[config.mk]
export PLATFORM = sky130hd
export DESIGN_NAME = spi_sck_burst_gen
export DESIGN_NICKNAME = d
export VERILOG_FILES = /design/src/rtl/spi_sck_burst_gen.sv
export SDC_FILE = /design/constraint.sdc
export NUM_CORES = 1
export LEC_CHECK = 0
export CAP_MARGIN = 25
export CORE_AREA = 8 8 80 82
export CTS_CLUSTER_DIAMETER = 60
export CTS_CLUSTER_SIZE = 12
export DETAILED_ROUTE_END_ITERATION = 10
export DIE_AREA = 0 0 88 90
export GPL_TIMING_DRIVEN = 0
export MAX_ROUTING_LAYER = met4
export PLACE_DENSITY_LB_ADDON = 0.15
export SETUP_SLACK_MARGIN = 0.4
export SYNTH_ARGS = -nofsm -noshare
export SYNTH_HDL_FRONTEND = slang
export SYNTH_SLANG_ARGS = --single-unit
[constraint.sdc]
create_clock -name CLK -period 2.31 [get_ports CLK]
set_input_delay 0.5775 -clock CLK [delete_from_list [all_inputs] [get_ports CLK]]
set_output_delay 0.5775 -clock CLK [all_outputs]
set_load 0.03 [all_outputs]
[src/rtl/spi_sck_burst_gen.sv]
// SPI SCK burst generator: emits nbits SCK cycles in any CPOL/CPHA mode, with
// edge-aligned single-cycle sample/shift strobes and a start/busy/done/abort handshake.
module spi_sck_burst_gen #(
   parameter int DIV_WIDTH = 16,
   parameter int CNT_WIDTH = 6
) (
   input  logic                 CLK,
   input  logic                 nRST,
   input  logic [DIV_WIDTH-1:0] divider,
   input  logic                 cpol,
   input  logic                 cpha,
   input  logic [CNT_WIDTH-1:0] nbits,
   input  logic                 start,
   input  logic                 abort,
   output logic                 busy,
   output logic                 done,
   output logic                 SCK,
   output logic                 sample_strobe,
   output logic                 shift_strobe
);

   typedef enum logic [0:0] {IDLE = 1'b0, RUN = 1'b1} state_t;

   localparam logic [DIV_WIDTH-1:0] DIV_ONE  = {{(DIV_WIDTH-1){1'b0}}, 1'b1};
   localparam logic [CNT_WIDTH:0]   EDGE_ONE = {{CNT_WIDTH{1'b0}}, 1'b1};

   state_t               state_q, state_d;
   logic [DIV_WIDTH-1:0] cnt_q, cnt_d;
   logic [CNT_WIDTH:0]   edge_q, edge_d;
   logic [CNT_WIDTH:0]   edge_n;
   logic [DIV_WIDTH-1:0] div_l_q, div_l_d;
   logic [CNT_WIDTH-1:0] nbits_l_q, nbits_l_d;
   logic                 cpol_l_q, cpol_l_d;
   logic                 cpha_l_q, cpha_l_d;
   logic                 sck_q, sck_d;
   logic                 busy_q, busy_d;
   logic                 done_q, done_d;
   logic                 sample_q, sample_d;
   logic                 shift_q, shift_d;

   always_comb begin
      state_d   = state_q;
      cnt_d     = cnt_q;
      edge_d    = edge_q;
      div_l_d   = div_l_q;
      nbits_l_d = nbits_l_q;
      cpol_l_d  = cpol_l_q;
      cpha_l_d  = cpha_l_q;
      sck_d     = sck_q;
      busy_d    = busy_q;
      done_d    = 1'b0;
      sample_d  = 1'b0;
      shift_d   = 1'b0;
      edge_n    = edge_q + EDGE_ONE;

      case (state_q)
         IDLE: begin
            sck_d  = cpol;
            busy_d = 1'b0;
            // abort takes priority over a simultaneous start
            if (start && !abort) begin
               div_l_d   = divider;
               nbits_l_d = nbits;
               cpol_l_d  = cpol;
               cpha_l_d  = cpha;
               cnt_d     = '0;
               edge_d    = '0;
               if (nbits != '0) begin
                  state_d = RUN;
                  busy_d  = 1'b1;
               end else begin
                  done_d = 1'b1;
               end
            end else begin
               state_d = IDLE;
            end
         end
         RUN: begin
            if (abort) begin
               state_d = IDLE;
               busy_d  = 1'b0;
               sck_d   = cpol_l_q;
               cnt_d   = '0;
               edge_d  = '0;
            end else if (cnt_q == div_l_q) begin
               cnt_d  = '0;
               edge_d = edge_n;
               sck_d  = ~sck_q;
               // odd edge count = leading edge; the last trailing edge never shifts
               if (edge_n[0]) begin
                  sample_d = ~cpha_l_q;
                  shift_d  = cpha_l_q;
               end else begin
                  sample_d = cpha_l_q;
                  shift_d  = ~cpha_l_q && (edge_n != {nbits_l_q, 1'b0});
               end
               if (edge_n == {nbits_l_q, 1'b0}) begin
                  state_d = IDLE;
                  busy_d  = 1'b0;
                  done_d  = 1'b1;
                  edge_d  = '0;
               end else begin
                  state_d = RUN;
               end
            end else begin
               cnt_d = cnt_q + DIV_ONE;
            end
         end
         default: begin
            state_d = IDLE;
            busy_d  = 1'b0;
            sck_d   = cpol;
            cnt_d   = '0;
            edge_d  = '0;
         end
      endcase
   end

   always_ff @(posedge CLK or negedge nRST) begin
      if (!nRST) begin
         state_q   <= IDLE;
         cnt_q     <= '0;
         edge_q    <= '0;
         div_l_q   <= '0;
         nbits_l_q <= '0;
         cpol_l_q  <= 1'b0;
         cpha_l_q  <= 1'b0;
         sck_q     <= 1'b0;
         busy_q    <= 1'b0;
         done_q    <= 1'b0;
         sample_q  <= 1'b0;
         shift_q   <= 1'b0;
      end else begin
         state_q   <= state_d;
         cnt_q     <= cnt_d;
         edge_q    <= edge_d;
         div_l_q   <= div_l_d;
         nbits_l_q <= nbits_l_d;
         cpol_l_q  <= cpol_l_d;
         cpha_l_q  <= cpha_l_d;
         sck_q     <= sck_d;
         busy_q    <= busy_d;
         done_q    <= done_d;
         sample_q  <= sample_d;
         shift_q   <= shift_d;
      end
   end

   assign busy          = busy_q;
   assign done          = done_q;
   assign SCK           = sck_q;
   assign sample_strobe = sample_q;
   assign shift_strobe  = shift_q;

endmodule

---- After elaboration in Yosys (flattened, before gate mapping) ----
Index checks and enable logic that the tools add are counted.
cells by class
  reduce and logical (&&, ||, !) cells .... 7
  multiplexer cells ....................... 36
  bitwise gates (word level) .............. 3
  eq/ne operators ......................... 6
  $add $sub $neg .......................... 2
operator list
  operator                 number
  $mux W16                 3
  $pmux W16 S2             1
  $mux W7                  4
  $mux W1                  23
  $add A16 B1 Y16 const B  1
  $eq A16 B16 Y1           1
  $pmux W7 S2              1
  $pmux W1 S2              4
  $add A7 B1 Y7 const B    1
  $eq A7 B7 Y1             1
  $ne A7 B7 Y1             1
  $ne A3 B2 Y1 const B     2
  $reduce_and A2 Y1        3
  $reduce_bool A6 Y1       1
  $not A1 Y1               3
  $logic_and A1 B1 Y1      2
  $ne A2 B2 Y1 const B     1
  $logic_not A1 Y1         1
word-level totals
  output and inout bits ................... 5
  register bits after elaboration ......... 53

---- Logic depth before layout (Yosys ltp) ----
  depth after elaboration ................. 7
  gate-level depth with buffers ........... 8
  mapped depth without buffers ............ 7

---- Least setup slack after synthesis ----
No wires, ideal clock.
  kind .................................... flip-flop to flip-flop
  from .................................... register edge_q[1]
  to ...................................... register shift_q, in the netlist shift_strobe
  data arrival time ....................... 1875 ps
  cell stages (with the launch flop) ...... 8
  setup slack ............................. 314 ps
  path buffers ............................ 0
  clock period less this slack ............ 1996 ps
  path through ............................ dfrtp_1 > ha_1 > xor2_1 > mux2i_1 > o22a_1 > or4_4 > a21oi_1 > nor2_1
on the way
  longest elaborated chain between the ends .. 7
ends and longest elaborated chain
  element                 line  RTL
  start, declared         29    logic [CNT_WIDTH:0] edge_q, edge_d;
  start signal, assigned  136   edge_q <= edge_d;
  $add A7 B1 Y7           54    edge_n = edge_q + EDGE_ONE;
  $ne A7 B7 Y1            95    shift_d = ~cpha_l_q && (edge_n != {nbits_l_q, 1'b0});
  $logic_and A1 B1 Y1     95
  $mux W1                 90    if (edge_n[0]) begin
  $mux W1                 85    end else if (cnt_q == div_l_q) begin
  $mux W1                 79    if (abort) begin
  $mux W1                 56    case (state_q)
  via shift_d             39    logic shift_q, shift_d;
  end signal, assigned    145   shift_q <= shift_d;
  end, declared           39
The timed path passes the listed nets, and every way through them passes these cells.
A chain may end at the register's enable or synchronous reset.

---- Worst setup path in the final report ----
  from .................................... register div_l_q[12]
  to ...................................... register cnt_q[5]
on the way
  longest elaborated chain between the ends .. 4
ends and longest elaborated chain
  element                 line  RTL
  start, declared         31    logic [DIV_WIDTH-1:0] div_l_q, div_l_d;
  start signal, assigned  137   div_l_q <= div_l_d;
  $eq A16 B16 Y1          85
  $mux W16                85
  $mux W16                79
  $pmux W16 S2            56
  end signal, assigned    135   cnt_q <= cnt_d;
  end, declared           28    logic [DIV_WIDTH-1:0] cnt_q, cnt_d;
Every way passes these cells.

==> impl_metrics.env <==
export IMPL_run_status="finished clean"
export IMPL_start_util_pct=51.5
export IMPL_powerDensity_nw_per_um2=591
export IMPL_rows=27
export IMPL_skew_ns=0.0120
export IMPL_period_share_pct=85.9
export IMPL_first_pass_iters=4
export IMPL_synth_edf_count=0
export IMPL_route_detailed_drc=0
export IMPL_fmax_mhz=504
export IMPL_wl_per_cell_um=15.9
export IMPL_vias=2059
export IMPL_via_per_inst=5.45
export IMPL_cp_data_arrival_time_ns=2.17
export IMPL_drt_iter0_drc=90
export IMPL_slowest_stage="dfrtp_1"
export IMPL_grt_overflow_total=0
export IMPL_mostFrequentLayoutCell="dfrtp_1"
export IMPL_grt_pass1_wl_mm=10.3
export IMPL_cts_clk_slew_worst_paths_ns=0.10
export IMPL_dp_slack_ns=-0.449
export IMPL_p_leak_nw=1.53
export IMPL_drt_wl_total_mm=6.03
export IMPL_place_hpwl_mm=4.14
export IMPL_cts_tree="done"
export IMPL_synthCells=251
export IMPL_root_buffer="clkbuf_8"
export IMPL_hold_violations=0
export IMPL_max_slew_worst_pin_slew_ns=0.391
export IMPL_setup_viol=0
export IMPL_hp_class="input pin to async pin"
export IMPL_die_height_um=90
export IMPL_cp_end_kind="register"
export IMPL_die_w_um=88
export IMPL_nNetsFinal=336
export IMPL_yosysWarnings=0
export IMPL_track_usage_pct=16.6
export IMPL_ir_drop_mv=0.360
export IMPL_synthesis_area_um2=2700
export IMPL_ys_types=44
export IMPL_area_growth_pct=33.0
export IMPL_fin_crit_ns=1.98
export IMPL_antenna_left=0
export IMPL_place_congestion=0.821
export IMPL_synth_seq_cells=53
export IMPL_numCtsBuffers=5
export IMPL_rsz0062_at_grt="true"
export IMPL_required_ns=2.50
export IMPL_syn_nets=281
export IMPL_critical_path_class="register to register"
export IMPL_setup_ws_ns=0.327
export IMPL_relSlewSlack_pct=73.9
export IMPL_slew_violations=0
export IMPL_clockBufferDepth=2
export IMPL_grt_max_degree=40
export IMPL_layout_drive_gt1_share_pct=31.0
export IMPL_ioPinCount=33
export IMPL_dieArea_um2=7920
export IMPL_antenna_cells=0
export IMPL_port_buffers=32
export IMPL_antenna_found_initial=0
export IMPL_fp_coreArea_um2=5240
export IMPL_place_inst=356
export IMPL_crit_fanout=10
export IMPL_async_flop_share_pct=100
export IMPL_final_cell_mix="48 x dfrtp_1, 25 x mux2_2, 24 x clkdlybuf4s50_1, 21 x nor2_1, 17 x buf_4"
export IMPL_drv_cap=0
export IMPL_fin_cells=378
export IMPL_synthFlopType="dfrtp_1"
export IMPL_slowest_delay_ns=0.42
export IMPL_crit_path_start_kind="register"
export IMPL_clk_latency_ns=0.31
export IMPL_cts_sinks=53
export IMPL_cpMostUsedCell="buf_6"
export IMPL_avgSynthCellArea_um2=10.7
export IMPL_ys_seq_area_share_pct=49.2
export IMPL_worstPathCellList="xnor2_2, nand4_1, nor4_4, buf_4, a2bb2oi_2, buf_6, buf_6, nor2_1"
export IMPL_grt_pass1_vias=2231
export IMPL_htree_levels=2
## registers in the layout, summed over array words and instances (netlist names)
signal	flops
busy	1
edge_q	7
done	1
cpha_l_q	1
SCK	1
nbits_l_q	6
div_l_q	16
cnt_q	16
sample_strobe	1
state_q	1
shift_strobe	1
cpol_l_q	1
## Yosys cell counts (2+ instances only)
master	instances	area (um^2)
nor4_1	2	12.5
inv_1	7	26.3
mux2_2	25	282
ha_1	2	25.0
clkbuf_1	4	15.0
o21ai_0	7	35.0
a21oi_1	11	55.1
nor2b_1	4	25.0
nand2_1	13	48.8
o21ai_1	2	10.0
nand3_1	9	45.0
and2_1	2	12.5
xnor2_1	24	210
nand4_1	9	56.3
nor2_1	23	86.3
mux2i_1	2	20.0
nand2b_1	2	12.5
a31oi_1	2	12.5
nor3_1	5	25.0
and3_1	3	18.8
o22ai_1	3	18.8
dfrtp_1	53	1330
buf_2	5	25.0
nor4_2	2	25.0
xor2_1	11	96.3
## cell families (layout without fill, tap and decap cells)
logic type,after synthesis,after routing,share of synthesized area [%]
buffers and inverters,18,73,2.92
flip-flops,53,53,49.2
adder cells (fa/ha/maj),2,2,0.928
AO/OA/AOI/OAI,37,37,9.33
XOR/XNOR,35,35,11.4
multiplexers,27,27,11.2
AND/OR/NAND/NOR,79,79,15.0
## path summary, 6_finish.rpt
kind                                  start        end  slack [ns]  depth (start not counted)
worst max register to register  div_l_q[12]   cnt_q[5]        0.33                          8
worst min-delay path                   nRST       busy        0.17                          1
worst min register to register         busy       busy        0.49                          1
max in group asynchronous              nRST  cnt_q[11]        1.60                          2
min in group CLK                       busy       busy        0.49                          1
worst max-delay path            div_l_q[12]   cnt_q[5]        0.33                          8
## per-stage QoR
step,utilization [%],hold WS [ns],cell area (um^2),total power [mW],setup TNS [ns]
2_1_floorplan,-,0.282,2730,1.39,0
3_3_place_gp,60.0,0.468,3140,1.52,-63.72
3_5_place_dp,60.2,0.473,3150,1.54,-12.51
4_1_cts,66.5,0.171,3480,2.11,0
5_1_grt,68.4,0.181,3580,2.22,0
6_report,68.4,0.168,3580,2.12,0
## cell type report
cell class,instances,area [um^2]
Multi-Input combinational cell,180,1490
Sequential cell,53,1330
Fill cell,407,1650
Timing Repair Buffer,48,463
Tap cell,72,90.1
Buffer,11,95.1
Clock buffer,7,86.3
Inverter,7,26.3
## metal layers
metal | vias to the layer above | track usage (%) | wire [um]
li1 | 983 | - | -
met1 | 1029 | 17.9 | 2480
met2 | 39 | 28.9 | 3270
met3 | 8 | 3.55 | 202
met4 | 0 | 5.60 | 72
met5 | - | - | 0
## power breakdown
group          leakage, nW  switching, mW  internal (mW)
Combinational        0.813          0.201          0.267
Clock               0.0443          0.291          0.239
Sequential           0.673         0.0885           1.03
## critical path, delay by kind of cell (launching register included)
| kind | cells | cell delay [ns] |
|---|---|---|
| simple gates | 3 | 0.59 |
| buf+inv | 3 | 0.51 |
| flops | 1 | 0.42 |
| xor+xnor | 1 | 0.20 |
| compound gates | 1 | 0.16 |
## timing repair
| action | in CTS | in global routing |
|---|---|---|
| hold buffers | 0 | 0 |
| setup endpoints to repair | 55 | 29 |
| resized for setup | 42 | 17 |
| endpoints found under the hold margin | 0 | 0 |
| pin swaps | 15 | 13 |
| setup buffers | 13 | 2 |
Power figures use the tool's default switching activity.
==> RTL change (config.mk and constraints unchanged) <==
Change the parameter `CNT_WIDTH` from 6 to 7.
--- a/src/rtl/spi_sck_burst_gen.sv
+++ b/src/rtl/spi_sck_burst_gen.sv
@@ -4,3 +4,3 @@
    parameter int DIV_WIDTH = 16,
-   parameter int CNT_WIDTH = 6
+   parameter int CNT_WIDTH = 7
 ) (
Interface: changed (resized nbits); port bits go from 33 to 34. The function was not compared with the original's and may differ.
==> RTL change against the original RTL <==
  * Worst setup slack got worse by 110 ps
  * Design area rose by 2.5%
  * Total power rose by 17%
  * Clock power fell by 3%
  * Synthesized cell count rose by 4.8%
  * Sequential cell count rose by 2
  * Wire length rose by 7.5%
  * Fmax fell by 5.4%
  * Synthesized area rose by 7.2%
  * Via count rose by 4.4%
==> RTL change: results (changes against the original RTL) <==
| Metric | Value |
|---|---|
| Pleak | `0.00154 uW (+0.58%)` |
| HPWL Detailed | `4.51 mm (+9.1%)` |
| Layout Nets | `352 (+4.8%)` |
| DR iter-0 viols | `69 (-23%)` |
| Placed insts | `369 (+3.7%)` |
| Multi-input gates | `193 (+7.2%)` |
| Status | `finished, final reports clean` |
| DRT Pass-1 Iters | `5 (+1)` |
| Syn Nets | `294 (+4.6%)` |
| Post-synthesis mux area share | `10.1% (-1.1 points)` |
| Setup slack, reg-to-reg | `260 ps (-70 ps)` |
| GP Congestion | `0.884 (+7.7%)` |
| Signal buf overhead | `15.7% (+0.10 points)` |
| Post-CTS Resized | `22 (-48%)` |
| Detail Route met3 WL | `144 um (-29%)` |
| Vias/cell | `5.45 (+0.13%)` |
| First-pass GRT wire length | `11.0 mm (+7.1%)` |
| Fraction of area in multi-input gates | `41.5% (-0.12 points)` |
| Fill count | `420 (+3.2%)` |
| Met2 Wirelength | `3.43 mm (+5.0%)` |
| Sequential power share | `51.9% (-1.0 points)` |
| Nonclk inv count | `6 (-1)` |
| IO buf count | `33 (+3.1%)` |
| Wl on met1 | `2.77 mm (+12%)` |
| Drt total wl | `6.48 mm (+7.5%)` |
| GR Layer Usage met3 | `3.00% (-0.55 points)` |
==> RTL change: cell types whose count changed after synthesis, sizes merged, moves of 3 or more <==
cell    before  now
o21ai        9   15
xor2        11    7
nand3        9   14
nor2b        4    1
nand2b       2    5
nand2       14   24
a21oi       11    1
a22o         1    5
xnor2       24   29
nor2        23   19
==> RTL change: worst max path at each step <==
stage	startpoint	endpoint	slack (ps)	cells after the start
floorplan	cnt_q[5]$_DFFE_PN0N_	edge_q[3]$_DFFE_PN0P_	400	8
global route	cnt_q[7]$_DFFE_PN0N_	edge_q[7]$_DFFE_PN0P_	90	9
detailed placement	abort	cnt_q[15]$_DFFE_PN0N_	-400	9
finish	abort	cnt_q[15]$_DFFE_PN0N_	210	9
CTS	cnt_q[7]$_DFFE_PN0N_	edge_q[7]$_DFFE_PN0P_	240	9
global placement	nRST	cnt_q[6]$_DFFE_PN0N_	-1100	1
